==> src/rtl/wb_merge_queue.sv <==
// wb_merge_queue: merges register write-back requests from NUM_SRC producers
// into a single register-file write port through a DEPTH-entry FIFO.
// Arbitration is fixed priority (lowest source index wins); granted requests
// that write no register (uses_rw=0 or address 0) are consumed but not queued.
// Optional feature macro: WB_MERGE_BYPASS_EN enables a combinational lookup
// of the newest pending value for a register (o_fwd_hit / o_fwd_data).
module wb_merge_queue #(
  parameter int NUM_SRC        = 2,
  parameter int DEPTH          = 4,
  parameter int DATA_WIDTH     = 32,
  parameter int REG_ADDR_WIDTH = 5
) (
  input  logic                               clk,
  input  logic                               rst_n,
  input  logic                               i_flush,
  input  logic [NUM_SRC-1:0]                 i_valid,
  input  logic [NUM_SRC-1:0]                 i_uses_rw,
  input  logic [NUM_SRC*REG_ADDR_WIDTH-1:0]  i_rw_addr,
  input  logic [NUM_SRC*DATA_WIDTH-1:0]      i_rw_data,
  output logic [NUM_SRC-1:0]                 o_grant,
  output logic                               o_wb_valid,
  output logic [REG_ADDR_WIDTH-1:0]          o_wb_addr,
  output logic [DATA_WIDTH-1:0]              o_wb_data,
  input  logic                               i_wb_ready,
  output logic                               o_full,
  output logic [$clog2(DEPTH+1)-1:0]         o_count,
  input  logic [REG_ADDR_WIDTH-1:0]          i_fwd_addr,
  output logic                               o_fwd_hit,
  output logic [DATA_WIDTH-1:0]              o_fwd_data
);

  localparam int PTR_W = $clog2(DEPTH);
  localparam int CNT_W = $clog2(DEPTH + 1);
  localparam int SRC_W = (NUM_SRC > 1) ? $clog2(NUM_SRC) : 1;
  localparam logic [CNT_W-1:0] DEPTH_C = CNT_W'(DEPTH);

  // Queue control state
  logic [PTR_W-1:0] head_q, head_d;
  logic [PTR_W-1:0] tail_q, tail_d;
  logic [CNT_W-1:0] count_q, count_d;

  // Entry storage; never reset, occupancy is tracked by count_q alone
  logic [REG_ADDR_WIDTH-1:0] addr_mem [DEPTH];
  logic [DATA_WIDTH-1:0]     data_mem [DEPTH];

  logic                      win_found;
  logic [SRC_W-1:0]          win_idx;
  logic [REG_ADDR_WIDTH-1:0] win_addr;
  logic [DATA_WIDTH-1:0]     win_data;
  logic                      can_accept;
  logic                      push;
  logic                      pop;

  // Head is valid whenever anything is stored; no fall-through from inputs
  assign o_wb_valid = (count_q != '0);
  assign o_full     = (count_q == DEPTH_C);
  assign o_count    = count_q;
  assign o_wb_addr  = o_wb_valid ? addr_mem[head_q] : '0;
  assign o_wb_data  = o_wb_valid ? data_mem[head_q] : '0;

  assign pop        = o_wb_valid & i_wb_ready;
  // A pop in the same cycle frees the slot a full queue needs for the push
  assign can_accept = ~i_flush & (~o_full | pop);

  assign win_addr   = i_rw_addr[win_idx*REG_ADDR_WIDTH +: REG_ADDR_WIDTH];
  assign win_data   = i_rw_data[win_idx*DATA_WIDTH +: DATA_WIDTH];
  // Null writes are acknowledged through o_grant but never occupy an entry
  assign push       = win_found & can_accept & i_uses_rw[win_idx] & (win_addr != '0);

  // Fixed-priority arbitration: lowest-index valid source wins
  always_comb begin
    win_found = 1'b0;
    win_idx   = '0;
    o_grant   = '0;
    for (int k = 0; k < NUM_SRC; k++) begin
      if (!win_found && i_valid[k]) begin
        win_found = 1'b1;
        win_idx   = k[SRC_W-1:0];
      end
    end
    if (win_found) begin
      o_grant[win_idx] = can_accept;
    end
  end

  // Next-state pointers and occupancy; flush overrides push and pop
  always_comb begin
    head_d  = head_q;
    tail_d  = tail_q;
    count_d = count_q;
    if (i_flush) begin
      head_d  = '0;
      tail_d  = '0;
      count_d = '0;
    end else begin
      if (push) tail_d = tail_q + 1'b1;
      if (pop)  head_d = head_q + 1'b1;
      count_d = count_q + CNT_W'(push) - CNT_W'(pop);
    end
  end

  // Control registers with asynchronous clear
  always_ff @(posedge clk or negedge rst_n) begin
    if (!rst_n) begin
      head_q  <= '0;
      tail_q  <= '0;
      count_q <= '0;
    end else begin
      head_q  <= head_d;
      tail_q  <= tail_d;
      count_q <= count_d;
    end
  end

  // Write accepted non-null request into the tail slot
  always_ff @(posedge clk) begin
    if (push) begin
      addr_mem[tail_q] <= win_addr;
      data_mem[tail_q] <= win_data;
    end
  end

`ifdef WB_MERGE_BYPASS_EN
  logic [PTR_W-1:0] fwd_idx;

  // Scan oldest to newest so the newest matching entry wins
  always_comb begin
    o_fwd_hit  = 1'b0;
    o_fwd_data = '0;
    fwd_idx    = '0;
    for (int i = 0; i < DEPTH; i++) begin
      fwd_idx = head_q + PTR_W'(i);
      if ((CNT_W'(i) < count_q) && (i_fwd_addr != '0) &&
          (addr_mem[fwd_idx] == i_fwd_addr)) begin
        o_fwd_hit  = 1'b1;
        o_fwd_data = data_mem[fwd_idx];
      end
    end
  end
`else
  logic unused_fwd_addr;
  assign unused_fwd_addr = ^i_fwd_addr;
  assign o_fwd_hit       = 1'b0;
  assign o_fwd_data      = '0;
`endif

endmodule

==> config.mk <==
export PLATFORM = sky130hd
export DESIGN_NAME = wb_merge_queue
export DESIGN_NICKNAME = d
export VERILOG_FILES = /design/src/rtl/wb_merge_queue.sv
export SDC_FILE = /design/constraint.sdc
export NUM_CORES = 1
export LEC_CHECK = 0
export ABC_AREA = 1
export BUFFER_PORTS_ARGS = -buffer_cell sky130_fd_sc_hd__buf_2
export CORE_MARGIN = 2
export CORE_UTILIZATION = 45
export DETAILED_ROUTE_END_ITERATION = 7
export MAX_ROUTING_LAYER = met4
export PLACE_DENSITY = 0.69
export SYNTH_ARGS = -nofsm -noshare
export SYNTH_HDL_FRONTEND = slang
export SYNTH_SLANG_ARGS = --single-unit
==> constraint.sdc <==
create_clock -name clk -period 7.3 [get_ports clk]
set_input_delay 0.73 -clock clk [delete_from_list [all_inputs] [get_ports clk]]
set_output_delay 0.73 -clock clk [all_outputs]
set_load 0.02 [all_outputs]
==> results of run 1 <==
==> state kept, by name (all words and copies together), names as in the netlist <==
register	cells
head_q	2
data_mem	128
addr_mem	20
o_count	3
tail_q	2
==> layer usage <==
| layer | vias up | GRT usage [%] | part of all wire [%] | routed length, µm |
|---|---|---|---|---|
| met3 | 11 | 4.05 | 5.6 | 813 |
| li1 | 2446 | - | - | - |
| met5 | - | - | 0 | 0 |
| met2 | 167 | 30.9 | 49 | 7150 |
| met1 | 2285 | 23.4 | 44 | 6450 |
| met4 | 0 | 5.88 | 0.96 | 139 |
==> final cells by class <==
cell class | count | area [µm²] | share of cell area (%)
clock buffers | 20 | 437 | 5.29
clock inverters | 12 | 105 | 1.27
inverters | 28 | 105 | 1.27
multi-input cells | 462 | 2050 | 24.8
flip-flops and latches | 155 | 4620 | 56.0
well taps | 211 | 264 | 3.20
repair buffers | 131 | 671 | 8.13
==> cells by family (layout without fill, tap and decap cells) <==
group,after synthesis,after routing
xor+xnor,1,1
fa+ha+maj,7,7
compound gates,114,114
flops,155,155
simple gates,307,307
other cells,1,33
buf+inv,98,191
==> report_power, final <==
group | total (W) | internal (W) | switching (W)
Sequential | 0.00105 | 0.00102 | 0.0000277
Combinational | 0.000838 | 0.000240 | 0.000598
Clock | 0.000801 | 0.000493 | 0.000308
==> cells in the final DEF (no fill, tap or decap), types with 3 or more instances in the layout <==
| cell | count |
|---|---|
| sky130_fd_sc_hd__dfrtp_1 | 5 |
| sky130_fd_sc_hd__clkbuf_1 | 3 |
| sky130_fd_sc_hd__nor2_4 | 6 |
| sky130_fd_sc_hd__clkbuf_16 | 17 |
| sky130_fd_sc_hd__nand2_1 | 124 |
| sky130_fd_sc_hd__nor2_1 | 159 |
| sky130_fd_sc_hd__edfxtp_1 | 148 |
| sky130_fd_sc_hd__ha_1 | 6 |
| sky130_fd_sc_hd__a21oi_1 | 38 |
| sky130_fd_sc_hd__o21ai_0 | 75 |
| sky130_fd_sc_hd__inv_1 | 24 |
| sky130_fd_sc_hd__buf_4 | 6 |
| sky130_fd_sc_hd__clkinv_1 | 5 |
| sky130_fd_sc_hd__inv_2 | 3 |
| sky130_fd_sc_hd__nand3_1 | 12 |
| sky130_fd_sc_hd__clkinv_2 | 6 |
| sky130_fd_sc_hd__buf_2 | 125 |
| sky130_fd_sc_hd__conb_1 | 33 |
==> worst min-delay path by stage <==
| stage | to | slack, ns | cells past startpoint |
|---|---|---|---|
| 3_5_place_dp | tail_q[0] | 0.57 | 2 |
| 5_1_grt | o_count[1] | 0.14 | 1 |
| 4_1_cts | head_q[1] | 0.14 | 1 |
| 6_report | head_q[1] | 0.14 | 1 |
| 3_3_place_gp | tail_q[1] | 0.55 | 2 |
| 2_1_floorplan | head_q[0] | 0.43 | 0 |
==> synthesized netlist by cell type <==
cell | n | area share [%]
sky130_fd_sc_hd__fa_1 | 1 | 0.28
sky130_fd_sc_hd__nor2_1 | 164 | 8.7
sky130_fd_sc_hd__nand4_1 | 1 | 0.089
sky130_fd_sc_hd__buf_4 | 36 | 3.8
sky130_fd_sc_hd__buf_1 | 1 | 0.053
sky130_fd_sc_hd__edfxtp_1 | 148 | 63
sky130_fd_sc_hd__inv_1 | 25 | 1.3
sky130_fd_sc_hd__o21ai_0 | 75 | 5.3
sky130_fd_sc_hd__inv_2 | 3 | 0.16
sky130_fd_sc_hd__clkbuf_1 | 23 | 1.2
sky130_fd_sc_hd__buf_2 | 9 | 0.64
sky130_fd_sc_hd__nand3_1 | 12 | 0.85
sky130_fd_sc_hd__xor2_1 | 1 | 0.12
sky130_fd_sc_hd__ha_1 | 6 | 1.1
sky130_fd_sc_hd__nand2_4 | 1 | 0.16
sky130_fd_sc_hd__o21bai_4 | 1 | 0.27
sky130_fd_sc_hd__nor2_4 | 1 | 0.16
sky130_fd_sc_hd__a21oi_1 | 38 | 2.7
sky130_fd_sc_hd__conb_1 | 1 | 0.053
sky130_fd_sc_hd__nand3_2 | 1 | 0.14
sky130_fd_sc_hd__nand2_1 | 124 | 6.6
sky130_fd_sc_hd__dfrtp_1 | 7 | 2.5
sky130_fd_sc_hd__or2_2 | 1 | 0.089
sky130_fd_sc_hd__nand2_2 | 2 | 0.18
sky130_fd_sc_hd__buf_8 | 1 | 0.21
==> metrics by stage <==
stage	utilization, %	instances
CTS	54.1	1019
floorplan	-	715
global placement	50.5	987
detailed placement	50.5	987
global route	54.1	1019
finish	54.1	1019
==> critical path, delay by kind of cell (launching register included) <==
kind | cells | cell delay [ns]
simple gates | 1 | 0.14
compound gates | 2 | 0.36
flops | 1 | 0.89
buf+inv | 3 | 1.42
==> impl_metrics.toml, run 1 <==
[floorplanning]
chipWidth_um = 129
num_rows = 45
initial_util_pct = 46.1
core_area_mm2 = 0.0153
floorplan.die_area_mm2 = 0.0167
die-height_um = 129
ios = 164

[synthesis]
synth-compound-area-share_pct = 8.31
synth_simple_gate_area_share_pct = 17.0
netlist_instances = 683
yosys_register_bits = 155
synthDistinctLibCells = 25
synth_xor_area_share_pct = 0.124
synth.area.mux_share_pct = 0
combinational_family_with_the_most_area_after_synthesis = "simple AND/OR/NAND/NOR gates"
synth-adder-area-share_pct = 1.35
synth-warning-count = 0
mappedNetlistArea_mm2 = 0.00704
synth_sequential_area_ratio_pct = 65.7
syn_avg_cell_area_um2 = 10.3

[timing]
slew_headroom_pct = 26.7
clock.fmax_ghz = 0.251
worst_pin_slew_ns = 1.10
fin_crit_ns = 3.99
setup-violations-final = 0
post-route-period-util_pct = 54.6
timing_max_transition_violations_final = 0
timing.hold.ws_ns = 0.143
finalHoldViolations = 0
final.setup.tns_ns = 0
rsz_0062_raised_after_global_routing = "false"
clock-skew-final_ns = 0.00667
final_critical_path_setup_slack_ns = 3.31

[pwr]
power.total_w = 0.00268
vdd.ir_drop.worst_uv = 263
power_per_cell_area_mw_per_mm2 = 325
leakage_nw = 3.42

[job]
max-cap-violations = 0

[worst_setup_path]
r2r-end = "o_count[2]"
critPathMaxStageDelay_ns = 0.89
ff2ff_path_depth = 10
kind_of_critical_path = "reg2out"
critPathSlowestCell = "sky130_fd_sc_hd__dfrtp_2"
timing.critical_path.from = "head_q[1]"
critPathRequiredTime_ns = 6.57
cp-start-kind = "flop"
reg2reg_setup_slack_ns = 4.21
worst_setup_path_end_kind = "primary output"
cp.arrival_ns = 3.26
critPathCapture = "o_wb_addr[0]"
critical_path_peak_fanout = 38
path_cells = "clkinv_1 -> buf_4 -> nor2_1 -> o21ai_0 -> a21oi_1 -> buf_2"
worstReg2RegStart = "o_count[1]"

[clock_network]
clock_tree.buffer_depth = 2
cts.clk_slew.worst_paths_ns = 0.06
post-cts-setup-buffer-count = 0
cts_buffers = 17
cts_resized = 0
cts_hold_buf = 0
clock-sinks = 155
insertion_delay_ns = 0.42
cts-htree-levels = 4
cts.root.buffer_cell = "sky130_fd_sc_hd__clkbuf_16"
tritoncts = "yes"

[routing]
num_vias = 4909
drcViolationCount = 0
firstDrtPassIters = 5
routed_via_density = 4.82
route.detailed.wl_per_inst_um = 14.3
routed_wl_mm = 14.6
initialDrtViolationCount = 345
ant_nets = 0

[placement]
place.detailed.hpwl_mm = 8.57
place_area_mm2 = 0.00771
place.gp.congestion = 0.735
placement.io_buffers = 125
place_worst_setup_slack_ns = 3.68

[global_routing]
grt_pass1_wl_mm = 22.5
gr-usage-all-layers_pct = 18.8
antenna_found_initial = 0
grt_start_max_net_pins = 77
grt_pass1_vias = 4529
grt.overflow.total = 0

[finish]
synthToLayoutAreaGrowth_pct = 17.3
diodes = 0
finish.net_count = 889
final_layout_size_suffix_gt1_share_pct = 21.4
fin_area_mm2 = 0.00825
fillers = 1341

[worst_hold_path]
hold_class = "in2async"

[status]
result_of_the_run = "finished, final reports clean"
(Power assumes the default switching activity.)
==> run 2: changes to the inputs <==
- clock period: 7.3 -> 4.1 ns (I/O delays scaled with it)
==> run 2 against run 1 <==
Routed wire length is 1.5% higher. Critical path depth is 2 lower. First-iteration DRC count is 16% higher. Global-route usage hardly changed. Die area stayed put. Cell area is 0.93% higher. Clock skew is 0.0020 ns higher. Largest power group unchanged. Highest routed layer unchanged.
==> impl_metrics.toml, run 2 (synthesis gave the netlist of run 1 again) <==
[pwr]
combinationalPowerShare_pct = 31.5
vdd.ir_drop.worst_uv = 473
p_seq_share_pct = 37.6
power.total_w = 0.00490
share_clk_of_total_power_pct = 30.8
internal_dissipation_w = 0.00316
switching_share_pct = 35.4
leakage_nw = 3.45
power_per_cell_area_mw_per_mm2 = 588
power_switching_w = 0.00173

[global_routing]
antenna_found_initial = 0
grt_pass1_wl_mm = 22.8
grt_pass1_vias = 4518
grt.overflow.total = 0
grt_start_max_net_pins = 77
gr-usage-all-layers_pct = 18.7

[clock_network]
cts.root.buffer_cell = "sky130_fd_sc_hd__clkbuf_16"
cts-htree-levels = 4
cts_buffers = 17
cts_resized = 0
cts.clk_slew.worst_paths_ns = 0.06
insertion_delay_ns = 0.41
clock_tree.buffer_depth = 2
tritoncts = "yes"
clock-sinks = 155

[finish]
final_layout_size_suffix_gt1_share_pct = 22.5
largest-register = "data_mem"
commonest_cells_after_routing_fill_and_taps_aside = "sky130_fd_sc_hd__nor2_1, sky130_fd_sc_hd__edfxtp_1, sky130_fd_sc_hd__buf_2"
layout_commonest_cell = "sky130_fd_sc_hd__nor2_1"
largest_reg_flops = 128
finish.net_count = 893
fin_area_mm2 = 0.00833
diodes = 0
synthToLayoutAreaGrowth_pct = 18.4

[timing]
rsz_0062_raised_after_global_routing = "false"
clock.fmax_ghz = 0.361
final.setup.tns_ns = 0
fin_crit_ns = 2.77
clock-skew-final_ns = 0.00863
final_critical_path_setup_slack_ns = 1.33
worst_pin_slew_ns = 1.10
timing_max_transition_violations_final = 0
slew_headroom_pct = 26.8
post-route-period-util_pct = 67.6
setup-violations-final = 0
timing.hold.ws_ns = 0.197
finalHoldViolations = 0

[floorplanning]
ios = 164
initial_util_pct = 46.1
floorplan.die_area_mm2 = 0.0167
core_area_mm2 = 0.0153
die-height_um = 129
num_rows = 45
chipWidth_um = 129

[worst_setup_path]
kind_of_critical_path = "reg2out"
worst_setup_path_end_kind = "primary output"
cp-start-kind = "flop"
critPathMaxStageDelay_ns = 0.79
path_cells = "inv_2 -> o21ai_0 -> a21oi_1 -> buf_2"
critical-path-top-delay-family = "buffers and inverters"
critical_path_peak_fanout = 74
cp.arrival_ns = 2.36
worst-path-buf-inv = 2
critPathRequiredTime_ns = 3.69
critPathSlowestCell = "sky130_fd_sc_hd__inv_2"

[routing]
drcViolationCount = 0
num_vias = 4892
routed_wl_mm = 14.8
ant_nets = 0
route.detailed.wl_per_inst_um = 14.4
routed_via_density = 4.78
initialDrtViolationCount = 399
firstDrtPassIters = 4

[placement]
placement.io_buffers = 125
place.gp.congestion = 0.734
place_area_mm2 = 0.00773
place.detailed.hpwl_mm = 8.60
place_worst_setup_slack_ns = 1.05

[status]
result_of_the_run = "finished, final reports clean"

[job]
max-cap-violations = 0

[worst_hold_path]
hold_class = "in2reg"
run 2: changes by cell type in the layout (fill, tap and decap cells not counted), sizes merged:
cell	before	now
buf	131	134
clkinvlp	0	3
clkbuf	20	18
clkinv	11	9
dlygate4sd3	0	1
inv	27	28
run 2: final timing paths:
path	startpoint	end	slack [ns]	cells after the start
setup / recovery	head_q[0]	o_wb_data[25]	1.33	4
hold / removal	i_flush	o_count[0]	0.20	2
setup reg to reg	o_count[0]	o_count[2]	1.80	11
hold reg to reg	tail_q[1]	tail_q[1]	0.57	2
max in group asynchronous	rst_n	head_q[1]	3.53	2
min in group asynchronous	rst_n	tail_q[1]	0.38	2
run 2: what timing repair did:
item / 4_1_cts / 5_1_grt
buffers inserted: 0 / 0
hold buffers: 1 / 0
endpoints found under the hold margin: 7 / 0
run 2: area by class of cell:
class / count / area, µm²
repair buffers: 135 / 703
fillers: 1303 / 6930
multi-input cells: 462 / 2050
clock buffers: 18 / 439
well taps: 211 / 264
inverters: 28 / 105
flip-flops and latches: 155 / 4620
clock inverters: 14 / 146
run 2: power by group through the flow:
| stage | logic (W) | clock network (W) | registers [W] |
|---|---|---|---|
| after CTS | 0.00157 | 0.00153 | 0.00184 |
| after global routing | 0.00171 | 0.00160 | 0.00185 |
| after global placement | 0.00154 | 0 | 0.00187 |
| after detailed placement | 0.00156 | 0 | 0.00188 |
| after floorplan | 0.00105 | 0 | 0.00188 |
| final | 0.00154 | 0.00151 | 0.00184 |
run 2: worst reg2reg max path, cell delays in order (launching register included):
cell	delay, ns
sky130_fd_sc_hd__dfrtp_1	0.43
sky130_fd_sc_hd__nor2_1	0.15
sky130_fd_sc_hd__nand3_1	0.12
sky130_fd_sc_hd__nand3_1	0.13
sky130_fd_sc_hd__o21bai_4	0.23
sky130_fd_sc_hd__ha_1	0.31
sky130_fd_sc_hd__inv_1	0.06
sky130_fd_sc_hd__ha_1	0.12
sky130_fd_sc_hd__inv_1	0.04
sky130_fd_sc_hd__fa_1	0.37
sky130_fd_sc_hd__xor2_1	0.17
sky130_fd_sc_hd__nor2_1	0.05
run 2: routing by layer:
| layer | wire length, µm | global-route usage, % | part of all wire, % | vias to the layer above |
|---|---|---|---|---|
| met2 | 7060 | 30.7 | 48 | 192 |
| met4 | 114 | 4.86 | 0.77 | 0 |
| met1 | 6590 | 23.8 | 45 | 2241 |
| met3 | 1010 | 4.21 | 6.8 | 14 |
| li1 | - | - | - | 2445 |
| met5 | 0 | - | 0 | - |
run 2: through the flow:
stage	util (%)	instances
6_report	54.6	1023
5_1_grt	54.6	1023
4_1_cts	54.6	1023
3_5_place_dp	50.7	990
3_3_place_gp	50.7	990
2_1_floorplan	-	715
